--- config.mk ---
export PLATFORM = sky130hd
export DESIGN_NAME = halfword_packer
export DESIGN_NICKNAME = d
export VERILOG_FILES = /design/src/rtl/halfword_packer.sv
export SDC_FILE = /design/constraint.sdc
export NUM_CORES = 1
export LEC_CHECK = 0
export CORE_ASPECT_RATIO = 1.4
export CORE_MARGIN = 2
export CORE_UTILIZATION = 42
export DETAILED_ROUTE_END_ITERATION = 8
export PLACE_DENSITY_LB_ADDON = 0.3
export SYNTH_ARGS = -nofsm -noshare
export SYNTH_HDL_FRONTEND = slang
export SYNTH_SLANG_ARGS = --single-unit
--- constraint.sdc ---
create_clock -name clock -period 1.6 [get_ports clock]
set_input_delay 0.32 -clock clock [delete_from_list [all_inputs] [get_ports clock]]
set_output_delay 0.32 -clock clock [all_outputs]
set_load 0.005 [all_outputs]
--- src/rtl/halfword_packer.sv ---
// Packs a stream of 16-bit halfwords into 32-bit words. Both sides use valid/ready.
// A halfword flagged last flushes a partial word that is zero-padded on the unfilled side.
module halfword_packer #(
    parameter bit HI_FIRST = 1'b1,
    parameter int CNT_W    = 8
) (
    input  logic             clock,
    input  logic             reset,
    input  logic             in_valid,
    output logic             in_ready,
    input  logic [15:0]      in_data,
    input  logic             in_last,
    output logic             out_valid,
    input  logic             out_ready,
    output logic [31:0]      out_data,
    output logic             out_bit0,
    output logic [15:0]      out_hi,
    output logic             out_partial,
    output logic             out_last,
    output logic [CNT_W-1:0] word_cnt
);

    localparam logic [1:0] S_EMPTY = 2'd0;
    localparam logic [1:0] S_HALF  = 2'd1;
    localparam logic [1:0] S_FULL  = 2'd2;

    logic [1:0]  state;
    logic [15:0] half;
    logic        in_xfer;
    logic        out_xfer;
    logic        open_slot;
    logic [31:0] padded;
    logic [31:0] joined;

    assign out_valid = (state == S_FULL);
    assign in_ready  = !reset && (state != S_FULL || out_ready);
    assign in_xfer   = in_valid && in_ready;
    assign out_xfer  = out_valid && out_ready;
    // A word leaving this cycle frees the slot, so the incoming half is handled as from empty.
    assign open_slot = (state == S_EMPTY) || out_xfer;

    assign padded = HI_FIRST ? {in_data, 16'h0} : {16'h0, in_data};
    assign joined = HI_FIRST ? {half, in_data}  : {in_data, half};

    assign out_bit0 = out_data[0];
    assign out_hi   = out_data[31:16];

    always_ff @(posedge clock) begin
        if (reset) begin
            state       <= S_EMPTY;
            half        <= 16'h0;
            out_data    <= 32'h0;
            out_partial <= 1'b0;
            out_last    <= 1'b0;
            word_cnt    <= '0;
        end else begin
            if (out_xfer)
                word_cnt <= word_cnt + CNT_W'(1);

            if (state == S_HALF) begin
                if (in_xfer) begin
                    out_data    <= joined;
                    out_partial <= 1'b0;
                    out_last    <= in_last;
                    state       <= S_FULL;
                end
            end else if (open_slot) begin
                if (in_xfer && in_last) begin
                    out_data    <= padded;
                    out_partial <= 1'b1;
                    out_last    <= 1'b1;
                    state       <= S_FULL;
                end else if (in_xfer) begin
                    half  <= in_data;
                    state <= S_HALF;
                end else begin
                    state <= S_EMPTY;
                end
            end
        end
    end

endmodule

==> impl_metrics.tcl <==
set metrics [dict create \
    wire_per_inst_um 14.48 \
    drcViolationCount 0 \
    finalHoldViolations 0 \
    yosys.area_share.simple_pct 18.69 \
    dp_cells 418 \
    grt-ovfl-total 0 \
    clock_sinks 60 \
    insertion_delay_ns 0.34 \
    ys_top_cells_by_count "60 x dfxtp_1, 58 x nor2_1, 35 x nand2_1" \
    tightest_slew_ns 0.6021 \
    synth-adder-area-share_pct 0.4769 \
    rows 34 \
    yosysSeqAreaShare_pct 45.78 \
    post-route-period-util_pct 98.49 \
    root_buffer "clkbuf_8" \
    syn_nets 301 \
    first_iter_violations 109 \
    die_w_um 70.80 \
    synth_top_family_by_area "simple AND/OR/NAND/NOR gates" \
    yosysWarnings 0 \
    crit_family "buffers and inverters" \
    max_freq_mhz 634.6 \
    core-area_mm2 0.006126 \
    synth.avg_cell_area_um2 9.404 \
    p_int_mw 2.468 \
    cpMostUsedCell "buf_4" \
    cp.required_ns 1.80 \
    cts-buffers-inserted 9 \
    clkPwrFrac_pct 36.4 \
    ant_nets 0 \
    crit_path_max_incr_delay_ns 0.52 \
    io_buffers 81 \
    yosys-top-cells-area "dfxtp_1 46%, nor2_1 8.3%, a311oi_2 7.4%" \
    total_leakage_power_nw 1.370 \
    grt_max_degree 51 \
    track_usage_pct 18.25 \
    cellPowerDensity_mw_per_mm2 890.7 \
    die_area_mm2 0.006904 \
    grt_first_pass_wirelength_um 10090 \
    fin_area_mm2 0.003701 \
    htreeDepth 3 \
    outcome "completed" \
    synth_top_flop_cell "dfxtp_1" \
    synth_top_area_cell "dfxtp_1" \
    arrival_ns 1.77 \
    maxCapViolCount 0 \
    start_util_pct 42.83 \
    fp.dieH_um 97.52 \
    ys_types 35 \
    finalSetupTns_ns 0 \
    grt_pass1_vias 2138 \
    vias_per_cell 5.184 \
    drive_gt1_share_pct 19.01 \
    clkTransAtPathRegs_ns 0.06 \
    antenna_found_initial 0 \
    synth_edf_count 0 \
    io_pins 82 \
    synth_xor_area_share_pct 2.003 \
    fin_skew_ns 0.005081 \
    relSlewSlack_pct 59.86 \
    final_cells 435 \
    hpwl_um 4174 \
    gp_congestion 0.7859 \
    vias 2255 \
    net-switching-power_mw 0.8286 \
    syn_inst 279 \
    cp_num_buf_inv 4 \
    synthesis.area_mm2 0.002624 \
    muxShareOfSynthArea_pct 6.485 \
    hp-class "input pin to flip-flop" \
    min_period_ns 1.576 \
    pwr-share-comb_pct 15.5 \
    tritoncts "yes" \
    crit_chain "clkdlybuf4s50_1, nand2b_4, a211oi_4, buf_4, clkbuf_16, buf_4, a311oi_2" \
    vdd_drop_max_mv 0.5280 \
    fillers 544 \
    crit_path_start_kind "input pin" \
    insertedDiodeCount 0 \
    critical_path.slowest_cell "clkdlybuf4s50_1" \
    place_area_mm2 0.003488 \
    cts_buffer_depth 2 \
    synth_top_area_share_pct 45.78 \
    crit_path_end_kind "flip-flop" \
    dr.pass1.iters 4 \
    cp_max_fo 16 \
    path_class "input pin to flip-flop" \
    slew_violations 0 \
    final-setup-viol-count 0 \
    hold_buffers 0 \
    drt_wl_total_um 6300 \
    pwr-share-seq_pct 48.2 \
    syn_to_final_growth_pct 41.06 \
    layout.nets 381 \
    async_reset_ff_share_pct 0 \
    synth_most_common_cell "dfxtp_1" \
    synth_compound_area_share_pct 16.36 \
    synth_seq_cells 60 \
    sw_frac_of_total_pct 25.14 \
]
-- layout make-up --
class	instances	area [um2]	area share (%)
Clock buffer	13	158.9	4.293
Tap cell	72	90.09	2.434
Sequential cell	60	1214	32.79
Clock inverter	2	10.01	0.2705
Timing Repair Buffer	107	1052	28.43
Multi-Input combinational cell	179	1169	31.58
Inverter	2	7.507	0.2028
-- power by group through the flow --
stage	Combinational, mW	Clock (mW)	Sequential [mW]
after floorplan	0.268	0	1.62
after global placement	0.495	0	1.62
after detailed placement	0.502	0	1.62
after CTS	0.501	1.22	1.59
after global routing	0.550	1.29	1.60
final	0.510	1.20	1.59
-- tightest hold or removal path: stages --
cell	delay (ns)
buf_2	0.11
buf_4	0.18
a311oi_2	0.05
-- repair_timing --
action                     4_1_cts  5_1_grt
gates resized for setup         10        3
buffers inserted                 0        1
cloned                           0        1
setup endpoints to repair        6        5
pin swaps                        0        1
-- path summary, 6_finish.rpt --
kind | startpoint | to | slack (ns) | depth (start not counted)
setup / recovery | in_valid | out_data[25]$_SDFFE_PP0P_ | 0.02 | 7
hold / removal | reset | out_data[27]$_SDFFE_PP0P_ | 0.37 | 3
setup reg to reg | state[0]$_SDFFE_PP0P_ | out_data[25]$_SDFFE_PP0P_ | 0.08 | 6
hold reg to reg | half[12]$_SDFFE_PP0P_ | out_data[28]$_SDFFE_PP0P_ | 0.47 | 2
-- flip-flops by register name, summed over array words and instances (netlist names) --
signal	flops
out_data	32
half	16
word_cnt	8
state	2
out_last	1
out_partial	1
-- layout by cell type (no fill, tap or decap), types with 2 or more instances in the layout --
master / instances
a31oi_1: 2
nand2_1: 35
clkbuf_8: 11
buf_4: 22
a21oi_1: 3
a311oi_1: 3
nor2b_2: 2
clkbuf_1: 2
a211oi_1: 2
a311oi_2: 13
mux2i_1: 17
nand3_1: 3
xnor2_1: 3
dfxtp_2: 7
a22oi_1: 16
clkinv_2: 2
clkdlybuf4s50_1: 77
nor2_1: 58
inv_1: 2
xor2_1: 3
dlygate4sd2_1: 3
nor3_1: 2
dfxtp_1: 52
buf_12: 3
nand2b_1: 3
nand2b_4: 2
-- through the flow --
stage	setup WS [ns]	utilization [%]	hold WS (ns)	power, mW
5_1_grt	-0.008454	60.42	0.3946	3.432
2_1_floorplan	0.07301	-	0.4156	1.883
6_report	0.02413	60.42	0.3729	3.296
3_5_place_dp	-0.3643	56.94	0.4786	2.123
4_1_cts	0.009006	59.82	0.3695	3.313
3_3_place_gp	-0.3113	56.94	0.4623	2.114
-- logic make-up (layout without fill, tap and decap cells) --
kind of cell / Yosys count / count (layout)
AND/OR/NAND/NOR: 112 / 112
AO/OA/AOI/OAI: 43 / 43
flip-flops: 60 / 60
adder cells (fa/ha/maj): 1 / 1
XOR/XNOR: 6 / 6
multiplexers: 17 / 17
buffers and inverters: 40 / 124
-- metal layers --
metal,vias to the layer above,global-route usage (%),share of wire [%]
li1,1095,-,-
met1,1094,20.42,43
met2,55,31.34,51
met3,11,5.083,4.7
met4,0,8.708,1.9
met5,-,0,0
Note: power is estimated with default switching activity, not from simulation.
